<file path="config.mk">
export PLATFORM = sky130hd
export DESIGN_NAME = rl_fifo_1r1w_ctrl_flat
export DESIGN_NICKNAME = d
export VERILOG_FILES = /design/src/rtl/rl_fifo_1r1w_ctrl_if.sv /design/src/rtl/rl_fifo_1r1w_ctrl.sv /design/src/flat_wrapper.sv
export SDC_FILE = /design/constraint.sdc
export NUM_CORES = 1
export LEC_CHECK = 0
export BUFFER_PORTS_ARGS = -buffer_cell sky130_fd_sc_hd__clkbuf_2
export CAP_MARGIN = 40
export CORE_MARGIN = 2
export CORE_UTILIZATION = 35
export CTS_BUF_LIST = sky130_fd_sc_hd__clkbuf_2
export DETAILED_ROUTE_END_ITERATION = 10
export HOLD_SLACK_MARGIN = 0.05
export PLACE_DENSITY = 0.89
export SLEW_MARGIN = 10
export SYNTH_ARGS = -nofsm -noshare
export SYNTH_HDL_FRONTEND = slang
export SYNTH_SLANG_ARGS = --single-unit
</file>
<file path="constraint.sdc">
create_clock -name clk -period 3.1 [get_ports clk]
set_input_delay 0.62 -clock clk [delete_from_list [all_inputs] [get_ports clk]]
set_output_delay 0.62 -clock clk [all_outputs]
set_load 0.1 [all_outputs]
</file>
<file path="src/rtl/rl_fifo_1r1w_ctrl_if.sv">
// ---------------------------------------------------------------------------
// rl_fifo_1r1w_ctrl_if
// Bundle of every signal between the FIFO controller, its client and the
// 1R1W RAM that sits next to it.
//
//   Client side     : push, d, pop  -> controller
//                     q, qvalid, empty, full, almost_empty, almost_full,
//                     count, overflow, underflow  <- controller
//   RAM side        : ram_waddr, ram_din, ram_we, ram_be, ram_raddr -> RAM
//                     ram_dout <- RAM (registered read, 1-cycle latency)
//
// Modports:
//   master : the environment (client plus RAM) around the controller
//   slave  : the controller itself
// ---------------------------------------------------------------------------
interface rl_fifo_1r1w_ctrl_if #(
    parameter int ABITS = 4,
    parameter int DBITS = 32
);
    localparam int BEBITS = (DBITS + 7) / 8;

    // client handshake
    logic               push;
    logic [DBITS-1:0]   d;
    logic               pop;
    logic [DBITS-1:0]   q;
    logic               qvalid;

    // status
    logic               empty;
    logic               full;
    logic               almost_empty;
    logic               almost_full;
    logic [ABITS:0]     count;
    logic               overflow;
    logic               underflow;

    // RAM ports
    logic [ABITS-1:0]   ram_waddr;
    logic [DBITS-1:0]   ram_din;
    logic               ram_we;
    logic [BEBITS-1:0]  ram_be;
    logic [ABITS-1:0]   ram_raddr;
    logic [DBITS-1:0]   ram_dout;

    modport master (
        output push, d, pop, ram_dout,
        input  q, qvalid, empty, full, almost_empty, almost_full, count,
               overflow, underflow,
               ram_waddr, ram_din, ram_we, ram_be, ram_raddr
    );

    modport slave (
        input  push, d, pop, ram_dout,
        output q, qvalid, empty, full, almost_empty, almost_full, count,
               overflow, underflow,
               ram_waddr, ram_din, ram_we, ram_be, ram_raddr
    );
endinterface

</file>
<file path="src/rtl/rl_fifo_1r1w_ctrl.sv">
// ---------------------------------------------------------------------------
// rl_fifo_1r1w_ctrl
// Pointer, flag and handshake logic of a synchronous FIFO built around one
// external 1R1W RAM with a 1-cycle registered read port.
//
// Ports:
//   clk   : clock, everything on the rising edge
//   rstn  : asynchronous active-low reset
//   clr   : synchronous flush (pointers to zero, qvalid dropped, RAM untouched)
//   bus   : rl_fifo_1r1w_ctrl_if.slave
//             push/d/pop            client requests
//             q/qvalid              read data, valid one cycle after a pop
//             empty/full/almost_*   occupancy flags (from pointers)
//             count                 stored entries
//             overflow/underflow    1-cycle pulses for rejected push/pop
//             ram_*                 write port, read address, read data
// ---------------------------------------------------------------------------
module rl_fifo_1r1w_ctrl #(
    parameter int ABITS      = 4,
    parameter int DBITS      = 32,
    parameter int AFULL_LVL  = 2**ABITS - 1,
    parameter int AEMPTY_LVL = 1
) (
    input  logic                 clk,
    input  logic                 rstn,
    input  logic                 clr,
    rl_fifo_1r1w_ctrl_if.slave   bus
);
    localparam int BEBITS = (DBITS + 7) / 8;

    // Thresholds resized to the count width; AFULL_LVL may equal DEPTH,
    // which still fits in ABITS+1 bits.
    localparam logic [ABITS:0] AFULL_THR  = (ABITS+1)'(AFULL_LVL);
    localparam logic [ABITS:0] AEMPTY_THR = (ABITS+1)'(AEMPTY_LVL);
    localparam logic [ABITS:0] PTR_ONE    = {{ABITS{1'b0}}, 1'b1};
    localparam logic [ABITS:0] PTR_ZERO   = {(ABITS+1){1'b0}};

    // Pointers carry one extra wrap bit so full and empty are distinguishable.
    logic [ABITS:0] wp_r;
    logic [ABITS:0] rp_r;
    logic           qvalid_r;
    logic           overflow_r;
    logic           underflow_r;

    logic [ABITS:0] count_s;
    logic           empty_s;
    logic           full_s;
    logic           push_ok_s;
    logic           pop_ok_s;

    // Occupancy and acceptance decode from the current pointers
    always_comb begin
        count_s = wp_r - rp_r;
        empty_s = (wp_r == rp_r);
        full_s  = (wp_r[ABITS] != rp_r[ABITS]) &&
                  (wp_r[ABITS-1:0] == rp_r[ABITS-1:0]);
        // A push into a full FIFO stays rejected even if a pop is accepted
        // alongside it, so the RAM never sees a read and write to the same
        // address in one cycle. Likewise a pop from empty is not rescued by
        // a same-cycle push.
        push_ok_s = bus.push & ~full_s & ~clr;
        pop_ok_s  = bus.pop  & ~empty_s & ~clr;
    end

    // Pointer, read-valid and rejection-pulse registers
    always_ff @(posedge clk or negedge rstn) begin
        if (!rstn) begin
            wp_r        <= PTR_ZERO;
            rp_r        <= PTR_ZERO;
            qvalid_r    <= 1'b0;
            overflow_r  <= 1'b0;
            underflow_r <= 1'b0;
        end else if (clr) begin
            wp_r        <= PTR_ZERO;
            rp_r        <= PTR_ZERO;
            qvalid_r    <= 1'b0;
            overflow_r  <= 1'b0;
            underflow_r <= 1'b0;
        end else begin
            // Pointers wrap naturally at 2**(ABITS+1).
            if (push_ok_s) begin
                wp_r <= wp_r + PTR_ONE;
            end
            if (pop_ok_s) begin
                rp_r <= rp_r + PTR_ONE;
            end
            // The RAM returns the addressed word one edge after the pop.
            qvalid_r    <= pop_ok_s;
            overflow_r  <= bus.push & full_s;
            underflow_r <= bus.pop & empty_s;
        end
    end

    // Client-facing outputs
    assign bus.q            = bus.ram_dout;
    assign bus.qvalid       = qvalid_r;
    assign bus.empty        = empty_s;
    assign bus.full         = full_s;
    assign bus.count        = count_s;
    assign bus.almost_empty = (count_s <= AEMPTY_THR);
    assign bus.almost_full  = (count_s >= AFULL_THR);
    assign bus.overflow     = overflow_r;
    assign bus.underflow    = underflow_r;

    // RAM drive; the read address follows rp continuously so the head entry
    // is always being fetched.
    assign bus.ram_we    = push_ok_s;
    assign bus.ram_waddr = wp_r[ABITS-1:0];
    assign bus.ram_din   = bus.d;
    assign bus.ram_be    = {BEBITS{1'b1}};
    assign bus.ram_raddr = rp_r[ABITS-1:0];

endmodule

</file>
<file path="src/flat_wrapper.sv">
// flat-port wrapper written by rule: the top's interface ports become plain ports
module rl_fifo_1r1w_ctrl_flat 
#(
    parameter int ABITS      = 4,
    parameter int DBITS      = 32,
    parameter int AFULL_LVL  = 2**ABITS - 1,
    parameter int AEMPTY_LVL = 1
)
  (clk, rstn, clr, bus_push, bus_d, bus_pop, bus_ram_dout, bus_q, bus_qvalid, bus_empty, bus_full, bus_almost_empty, bus_almost_full, bus_count, bus_overflow, bus_underflow, bus_ram_waddr, bus_ram_din, bus_ram_we, bus_ram_be, bus_ram_raddr);
  rl_fifo_1r1w_ctrl_if #(.ABITS(ABITS), .DBITS(DBITS)) bus_i ();
  input  logic clk;
  input  logic rstn;
  input  logic clr;
  input wire logic [$bits(bus_i.push)-1:0] bus_push;
  input wire logic [$bits(bus_i.d)-1:0] bus_d;
  input wire logic [$bits(bus_i.pop)-1:0] bus_pop;
  input wire logic [$bits(bus_i.ram_dout)-1:0] bus_ram_dout;
  output wire logic [$bits(bus_i.q)-1:0] bus_q;
  output wire logic [$bits(bus_i.qvalid)-1:0] bus_qvalid;
  output wire logic [$bits(bus_i.empty)-1:0] bus_empty;
  output wire logic [$bits(bus_i.full)-1:0] bus_full;
  output wire logic [$bits(bus_i.almost_empty)-1:0] bus_almost_empty;
  output wire logic [$bits(bus_i.almost_full)-1:0] bus_almost_full;
  output wire logic [$bits(bus_i.count)-1:0] bus_count;
  output wire logic [$bits(bus_i.overflow)-1:0] bus_overflow;
  output wire logic [$bits(bus_i.underflow)-1:0] bus_underflow;
  output wire logic [$bits(bus_i.ram_waddr)-1:0] bus_ram_waddr;
  output wire logic [$bits(bus_i.ram_din)-1:0] bus_ram_din;
  output wire logic [$bits(bus_i.ram_we)-1:0] bus_ram_we;
  output wire logic [$bits(bus_i.ram_be)-1:0] bus_ram_be;
  output wire logic [$bits(bus_i.ram_raddr)-1:0] bus_ram_raddr;
  assign bus_i.push = bus_push;
  assign bus_i.d = bus_d;
  assign bus_i.pop = bus_pop;
  assign bus_i.ram_dout = bus_ram_dout;
  assign bus_q = bus_i.q;
  assign bus_qvalid = bus_i.qvalid;
  assign bus_empty = bus_i.empty;
  assign bus_full = bus_i.full;
  assign bus_almost_empty = bus_i.almost_empty;
  assign bus_almost_full = bus_i.almost_full;
  assign bus_count = bus_i.count;
  assign bus_overflow = bus_i.overflow;
  assign bus_underflow = bus_i.underflow;
  assign bus_ram_waddr = bus_i.ram_waddr;
  assign bus_ram_din = bus_i.ram_din;
  assign bus_ram_we = bus_i.ram_we;
  assign bus_ram_be = bus_i.ram_be;
  assign bus_ram_raddr = bus_i.ram_raddr;
  rl_fifo_1r1w_ctrl #(.ABITS(ABITS), .DBITS(DBITS), .AFULL_LVL(AFULL_LVL), .AEMPTY_LVL(AEMPTY_LVL)) u_core (.clk(clk), .rstn(rstn), .clr(clr), .bus(bus_i));
endmodule
</file>
==> flow_metrics.tcl, run 1 <==
set metrics [dict create \
    status "finished clean" \
    ys_seq_area_frac 0.2390 \
    routedWlPerCell_um 14.30 \
    synth_area_mm2 0.001361 \
    vias 784 \
    die_h_um 66.37 \
    grtUsageMet3 0.02555 \
    fin_crit_sh 0.9662 \
    cts_max_level 1 \
    hold_viol_final 0 \
    antenna_left 0 \
    synth_area_per_cell_um2 8.783 \
    grt_max_degree 15 \
    area_growth_pct -19.30 \
    critical-path-max-stage-delay_ps 460 \
    clockBufferDepth 2 \
    track_usage 0.1076 \
    antenna_found_initial 0 \
    seq_power_share 0.186 \
    cts_tree "yes" \
    viasPerCell 4.870 \
    grt_overflow_total 0 \
    finalCriticalPeriod_ps 2995 \
    crit_fanout 5 \
    cp.arrival_ps 2380 \
    worst_pin_slew_ps 555.5 \
    use_met1 0.1004 \
    max_freq_mhz 333.8 \
    fin_util 0.2978 \
    grt_pass1_wl_um 3657 \
    drtIter0Drc 102 \
    cts_hold_buf 0 \
    port_buffers 25 \
    wl_um 2302 \
    synth_edf_count 0 \
    critPathKind "flip-flop to output pin" \
    root_buffer "clkbuf_2" \
    fin_skew_ps 5.182 \
    slowest_stage "dfrtp_1" \
    ys_seq_elements 13 \
    drive_gt1_frac 0.3540 \
    drtPass1Iterations 4 \
    switchingPower_uw 668.3 \
    ir_drop_mv 0.3297 \
    power_frac_clock 0.084 \
    power.internal_uw 377.1 \
    hold_path.class "input port to async pin" \
    coreArea_mm2 0.003689 \
    cts_num_sinks 13 \
    fin_setup_tns_ps 0 \
    synth_area_leaders "buf_4 (42%), dfrtp_1 (24%), ha_1 (5.5%), xnor2_1 (5.1%), nor2_1 (3.6%)" \
    power_density_mw_per_mm2 951.6 \
    synth.most_common_cell "buf_4" \
    clkLatencyLatePin_ps 280 \
    grt_pass1_vias 810 \
    die_w_um 66.37 \
    initial_core_util 0.3691 \
    synth_commonest_cells "buf_4 (76), dfrtp_1 (13), nor2_1 (13), xnor2_1 (8)" \
    ys_types 27 \
    slew_violations 0 \
    p_leak_uw 0.0005570 \
    crit_required_ps 2480 \
    clk_pin_slew_ps 130 \
    gp_congestion 0.8279 \
    pin_count 158 \
    antenna_cells 0 \
    worstSetupEndpointType "output pin" \
    maxSlewHeadroom 0.6313 \
    drc_errors 0 \
    cts-buffers-inserted 3 \
    dp_hpwl_um 1728 \
    crit_chain "ha_1 -> inv_1 -> fa_2 -> a21o_1 -> a21oi_4 -> xnor2_4 -> nor4_4 -> buf_12" \
    sw_frac_of_total 0.6393 \
    ys.flop_type "dfrtp_1" \
    dieArea_mm2 0.004404 \
    synth-warning-count 0 \
    setup_viol 0 \
    final_nets 190 \
    yosysTopAreaCellShare 0.4191 \
    pwr-share-comb 0.730 \
    rows 22 \
    use_met2 0.2038 \
    syn_inst 155 \
    max-cap-violations 0 \
    cp-start-kind "flip-flop" \
    synthArstFlopShare 1.000 \
    grt-busiest-layer "met2" \
    synth_top_area_cell "buf_4" \
]
-- power groups by stage --
stage	sequential [µW]	combinational (µW)	clock, µW
floorplan	223	972	0
global placement	197	729	0
detailed placement	198	736	0
CTS	195	746	89.8
global route	196	788	97.9
finish	194	764	87.5
-- stage by stage --
step                hold slack, ps  cells  instance area (µm²)  worst slack (ps)  total power (µW)
finish                       203.0    161                 1099             104.6              1045
CTS                          204.2    160                 1082             23.20              1031
global placement             525.9    156                 1056             331.0             926.2
global route                 207.6    161                 1099            -14.07              1082
detailed placement           528.2    156                 1056             239.1             934.7
floorplan                    324.4    158                 1413             -2138              1195
-- flip-flops by register name, indices dropped and copies added, names as in the netlist --
signal and count:
u_core.rp_r 5, u_core.wp_r 5, u_core.bus.overflow 1, u_core.bus.qvalid 1, u_core.bus.underflow 1
-- layout by cell type, fill, tap and decap left out, types with 2 or more instances in the layout --
| cell | n |
|---|---|
| ha_1 | 6 |
| xor2_1 | 3 |
| conb_1 | 4 |
| dfrtp_1 | 13 |
| inv_1 | 5 |
| nor2_1 | 13 |
| a21o_1 | 2 |
| nand4_1 | 4 |
| buf_4 | 4 |
| mux2i_1 | 2 |
| xnor2_1 | 6 |
| o211ai_1 | 2 |
| clkbuf_2 | 26 |
| a21oi_1 | 4 |
-- worst paths after layout --
path / startpoint / endpoint / slack [ps] / cells past startpoint
setup / recovery: u_core.rp_r[0] / bus_almost_empty / 100 / 8
hold / removal: rstn / u_core.wp_r[4] / 200 / 1
setup reg to reg: u_core.rp_r[3] / u_core.rp_r[1] / 1160 / 7
hold reg to reg: u_core.wp_r[3] / u_core.wp_r[3] / 640 / 2
max in group asynchronous: rstn / u_core.wp_r[3] / 2650 / 1
min in group clk: u_core.wp_r[3] / u_core.wp_r[3] / 640 / 2
-- layout make-up --
cell class                 instances  area, µm²
fill                             381       2590
multi-input combinational         62      505.5
sequential                        13      325.3
timing repair buffer              28      165.2
tap                               48      60.06
inverter                           6      22.52
clock buffer                       3      15.01
clock inverter                     1      5.005
-- critical path: cells and delay by family, from the launching register on --
family	cells	cell delay (ps)
and+or+nand+nor	1	330
xor gates and xnor gates	1	110
adders and majority gates	2	530
buffers and inverters	2	280
DFF	1	460
AOI/OAI and AO/OA	2	380
-- kinds of logic (layout without fill, tap and decap cells) --
logic type / count (synthesis) / in the layout / share of synthesized area
DFF: 13 / 13 / 0.2390
muxes: 2 / 2 / 0.01471
AOI/OAI and AO/OA: 14 / 14 / 0.06616
buffers and inverters: 83 / 38 / 0.4384
adders and majority gates: 7 / 7 / 0.06985
and+or+nand+nor: 23 / 23 / 0.08640
xor gates and xnor gates: 12 / 12 / 0.08273
other: 1 / 4 / 0.002755
-- routing by layer --
metal,part of all wire,vias to the layer above
met4,0.038,0
met5,0,-
met3,0.11,15
met2,0.51,57
li1,-,340
met1,0.34,372
-- repair_timing --
action	in CTS	in global routing
setup buffers	0	1
gates resized for setup	1	1
endpoints found under the setup margin	1	1
cloned	0	0
(Power assumes the default switching activity.)
==> run 2: changes to the inputs <==
--- a/config.mk
+++ b/config.mk
@@ -10,6 +10,7 @@
 export CORE_MARGIN = 2
 export CORE_UTILIZATION = 35
 export CTS_BUF_LIST = sky130_fd_sc_hd__clkbuf_2
+export CTS_CLUSTER_DIAMETER = 50
 export DETAILED_ROUTE_END_ITERATION = 10
 export HOLD_SLACK_MARGIN = 0.05
 export PLACE_DENSITY = 0.89
==> constraint.sdc (replaced) <==
create_clock -name clk -period 3.1 [get_ports clk]
set_input_delay 0.155 -clock clk [delete_from_list [all_inputs] [get_ports clk]]
set_output_delay 0.155 -clock clk [all_outputs]
set_load 0.1 [all_outputs]
==> flow_metrics.tcl, run 2 (same netlist as run 1, synthesis figures left out) <==
set metrics [dict create \
    status "finished clean" \
    setup_viol 0 \
    antenna_cells 0 \
    port_buffers 25 \
    dieArea_mm2 0.004404 \
    crit_chain "inv_2 -> ha_1 -> inv_1 -> fa_2 -> a21o_1 -> a21oi_4 -> xnor2_4 -> nor4_1 -> clkbuf_2" \
    setup_ws_ps 305.9 \
    final_cell_mix "clkbuf_2 (28), nor2_1 (13), dfrtp_1 (13)" \
    ir_drop_mv 0.3535 \
    fin_crit_sh 0.9013 \
    dp_hpwl_um 1678 \
    cp-start-kind "flip-flop" \
    stdcell_count 160 \
    max_freq_mhz 357.9 \
    whs_ps 164.2 \
    worst_pin_slew_ps 554.4 \
    routedWlPerCell_um 13.74 \
    crit_buf_inv 3 \
    cp.arrival_ps 2640 \
    hold_viol_final 0 \
    drc_errors 0 \
    final_common_cell "clkbuf_2" \
    max-cap-violations 0 \
    cts_tree "yes" \
    wl_um 2198 \
    final_nets 189 \
    grt_pass1_wl_um 3305 \
    clockBufferDepth 2 \
    root_buffer "clkbuf_2" \
    p_leak_uw 0.0005410 \
    pin_count 158 \
    hold_path.class "input port to flip-flop" \
    grt_pass1_vias 732 \
    fin_skew_ps 9.226 \
    track_usage 0.1009 \
    clkLatencyLatePin_ps 300 \
    cts-buffers-inserted 3 \
    finalCriticalPeriod_ps 2794 \
    drtPass1Iterations 4 \
    dp_cells 155 \
    vias 791 \
    post-place-ws_ps 663.3 \
    crit_fanout 4 \
    antenna_found_initial 0 \
    drive_gt1_frac 0.3304 \
    coreArea_mm2 0.003689 \
    rows 22 \
    critical-path-max-stage-delay_ps 500 \
    cp_top_family "buffers and inverters" \
    slew_violations 0 \
    initial_core_util 0.3691 \
    crit_required_ps 2940 \
    viasPerCell 4.944 \
    cts_setup_buffers 0 \
    maxSlewHeadroom 0.6320 \
    grt_max_degree 15 \
    worstSetupEndpointType "output pin" \
    cts_num_sinks 13 \
    drtIter0Drc 98 \
    cts_max_level 1 \
    clk_pin_slew_ps 140 \
    antenna_left 0 \
    critPathKind "flip-flop to output pin" \
    grt_overflow_total 0 \
    die_w_um 66.37 \
    area_growth_pct -22.06 \
    gp_congestion 0.8377 \
    slowest_stage "clkbuf_2" \
    die_h_um 66.37 \
    reg_top3 "u_core.rp_r x5, u_core.wp_r x5" \
    power_density_mw_per_mm2 915.4 \
    rsz0062_at_grt "false" \
]
run 2: cell count changes in the layout (fill, tap and decap cells not counted):
| cell | change |
|---|---|
| buf_4 | -3 |
| clkbuf_2 | +2 |
| buf_12 | -1 |
| dlygate4sd3_1 | +1 |
| nor4_1 | +1 |
| nor4_4 | -1 |
run 2: layout make-up:
type                            instances  area [µm²]
Fill cell                             389        2628
Multi-Input combinational cell         62       490.5
Sequential cell                        13       325.3
Timing Repair Buffer                   27       142.6
Tap cell                               48       60.06
Inverter                                6       22.52
Clock buffer                            3       15.01
Clock inverter                          1       5.005
run 2: timing repair:
| item | CTS | global route |
|---|---|---|
| resized for setup | 0 | 0 |
| hold buffers | 1 | 0 |
| endpoints found under the hold margin | 13 | 0 |
run 2: final timing paths:
check,start,to,slack [ps],depth (start not counted)
max,u_core.wp_r[0],bus_almost_empty,310,9
min,bus_push,u_core.bus.overflow,160,2
max reg2reg,u_core.rp_r[3],u_core.rp_r[1],1080,6
min reg2reg,u_core.wp_r[3],u_core.wp_r[3],640,2
max in group asynchronous,rstn,u_core.wp_r[4],2590,2
min in group asynchronous,rstn,u_core.bus.overflow,270,2
run 2: metal layers:
layer,wire length (µm),up-vias,GRT usage
li1,-,335,-
met1,761,386,0.09346
met2,1139,58,0.1763
met3,214,12,0.01874
met4,83,0,0.1071
met5,0,-,0
run 2: power by group:
group	total, µW	internal, µW	switching (µW)	leakage [µW]
Clock	90.6	29.1	61.4	0.0000164
Sequential	196	181	14.7	0.000178
Combinational	685	110	575	0.000346
run 2: per-stage QoR:
step           power (µW)  setup TNS [ps]    util  instance area [µm²]
5_1_grt              1009               0  0.2877                 1061
3_5_place_dp        882.9               0  0.2795                 1031
6_report            971.2               0  0.2877                 1061
2_1_floorplan        1195           -2175       -                 1413
3_3_place_gp        872.2               0  0.2795                 1031
4_1_cts             976.9               0  0.2877                 1061
==> run 3: changes to the inputs <==
--- a/config.mk
+++ b/config.mk
@@ -8,12 +8,12 @@
 export BUFFER_PORTS_ARGS = -buffer_cell sky130_fd_sc_hd__clkbuf_2
 export CAP_MARGIN = 40
 export CORE_MARGIN = 2
-export CORE_UTILIZATION = 35
+export CORE_UTILIZATION = 31
 export CTS_BUF_LIST = sky130_fd_sc_hd__clkbuf_2
 export CTS_CLUSTER_DIAMETER = 50
 export DETAILED_ROUTE_END_ITERATION = 10
 export HOLD_SLACK_MARGIN = 0.05
-export PLACE_DENSITY = 0.89
+export PLACE_DENSITY = 0.83
 export SLEW_MARGIN = 10
 export SYNTH_ARGS = -nofsm -noshare
 export SYNTH_HDL_FRONTEND = slang
==> constraint.sdc (replaced) <==
create_clock -name clk -period 2.5 [get_ports clk]
set_input_delay 0.125 -clock clk [delete_from_list [all_inputs] [get_ports clk]]
set_output_delay 0.125 -clock clk [all_outputs]
set_load 0.1 [all_outputs]
==> flow_metrics.tcl, run 3 (same netlist as run 1, synthesis figures left out) <==
set metrics [dict create \
    crit_chain "inv_2 -> ha_1 -> inv_1 -> fa_2 -> a21o_1 -> a21oi_4 -> xnor2_4 -> nor4_4 -> buf_12" \
    cp_top_family "adder cells" \
    hold_path.class "input port to flip-flop" \
    grt_pass1_wl_um 3594 \
    crit_required_ps 2380 \
    fin_util 0.2660 \
    final_common_cell "clkbuf_2" \
    coreArea_mm2 0.004294 \
    antenna_left 0 \
    root_buffer "clkbuf_2" \
    sw_frac_of_total 0.6228 \
    setup_viol 0 \
    max_freq_mhz 421.0 \
    track_usage 0.09181 \
    crit_fanout 3 \
    cts_num_sinks 13 \
    final_nets 192 \
    crit_buf_inv 3 \
    rows 24 \
    hold_viol_final 0 \
    die_w_um 70.27 \
    slew_violations 0 \
    drc_errors 0 \
    critical-path-max-stage-delay_ps 410 \
    dp_hpwl_um 1648 \
    final_cell_mix "clkbuf_2 (25), dfrtp_1 (12), nor2_1 (11)" \
    clkLatencyLatePin_ps 260 \
    reg_top3 "u_core.rp_r x5, u_core.wp_r x5" \
    drtIter0Drc 44 \
    status "finished clean" \
    port_buffers 25 \
    finalCriticalPeriod_ps 2375 \
    switchingPower_uw 819.1 \
    critPathKind "flip-flop to output pin" \
    power.internal_uw 496.1 \
    viasPerCell 4.599 \
    fill_cells 439 \
    gp_congestion 0.8933 \
    initial_core_util 0.3170 \
    power_frac_clock 0.082 \
    pwr-share-comb 0.736 \
    die_h_um 70.27 \
    pin_count 158 \
    dieArea_mm2 0.004937 \
    wl_met2_um 976 \
    cts_max_level 1 \
    clk_pin_slew_ps 120 \
    cp-start-kind "flip-flop" \
    grt_overflow_total 0 \
    antenna_cells 0 \
    power_density_mw_per_mm2 1151 \
    grt_max_degree 15 \
    antenna_found_initial 0 \
    seq_power_share 0.182 \
    cts_tree "yes" \
    fin_skew_ps 2.706 \
    grt_pass1_vias 790 \
    routed.top_layer "met4" \
    clockBufferDepth 2 \
    p_leak_uw 0.0005700 \
    cts-buffers-inserted 3 \
    fin_crit_sh 0.9501 \
    routedWlPerCell_um 12.65 \
    drtPass1Iterations 3 \
    met1_length_um 844 \
    max-cap-violations 0 \
    area_growth_pct -16.08 \
    wl_um 2112 \
    rsz0062_at_grt "false" \
    vias 768 \
    worst_pin_slew_ps 556.0 \
    worstSetupEndpointType "output pin" \
    drive_gt1_frac 0.3826 \
    cp.arrival_ps 2250 \
    routed-wl-met3_um 201 \
    slowest_stage "dfrtp_1" \
    maxSlewHeadroom 0.6309 \
    ir_drop_mv 0.5580 \
    fin_setup_tns_ps 0 \
]
run 3: path summary, 6_finish.rpt:
check | end | start | slack [ps] | cells past startpoint
min in group asynchronous | u_core.bus.qvalid | rstn | 260 | 2
worst min-delay path | u_core.bus.overflow | bus_push | 150 | 2
max in group asynchronous | u_core.rp_r[0] | rstn | 1980 | 2
worst min register to register | u_core.rp_r[3] | u_core.rp_r[3] | 620 | 2
worst max-delay path | bus_almost_empty | u_core.wp_r[0] | 120 | 9
worst max register to register | u_core.rp_r[1] | u_core.rp_r[3] | 590 | 7
run 3: cell type report:
type	instances	area [µm²]	area share
Inverter	6	22.52	0.01972
Sequential cell	13	326.6	0.2859
Clock buffer	4	20.02	0.01752
Multi-Input combinational cell	62	510.5	0.4469
Timing Repair Buffer	30	197.7	0.1731
Tap cell	52	65.06	0.05695
run 3: worst reg2reg max path, cell delays in order, from the launching register on:
cell and delay (ps):
dfrtp_1 430, inv_1 70, ha_1 420, nand4_1 170
buf_4 200, o21ai_2 230, mux2i_1 230, nor2_1 50
run 3: stage by stage:
step	hold WS, ps	instances	power [µW]	area, µm²	setup WS [ps]
after floorplan	-170.6	158	1465	1418	-2243
after global placement	37.90	161	1175	1089	219.1
after detailed placement	39.74	161	1179	1089	148.0
after CTS	139.4	167	1323	1141	26.36
after global routing	139.0	167	1370	1142	2.930
final	152.0	167	1315	1142	124.8
run 3: what timing repair did:
action,in CTS,in global routing
endpoints found under the hold margin,13,0
gates resized for setup,2,2
pin swaps,0,1
endpoints found under the setup margin,1,2
hold buffers,1,0
setup buffers,1,0
run 3: metal layers:
metal	global-route usage	vias up
met2	0.1384	33
met3	0.02886	22
met5	0	-
met1	0.1038	370
met4	0.07906	0
li1	-	343
run 3: power groups by stage:
stage	Clock (µW)	Sequential, µW	Combinational (µW)
CTS	114	239	970
global placement	0	242	933
global route	124	243	1000
finish	108	240	968
floorplan	0	276	1190
detailed placement	0	244	934
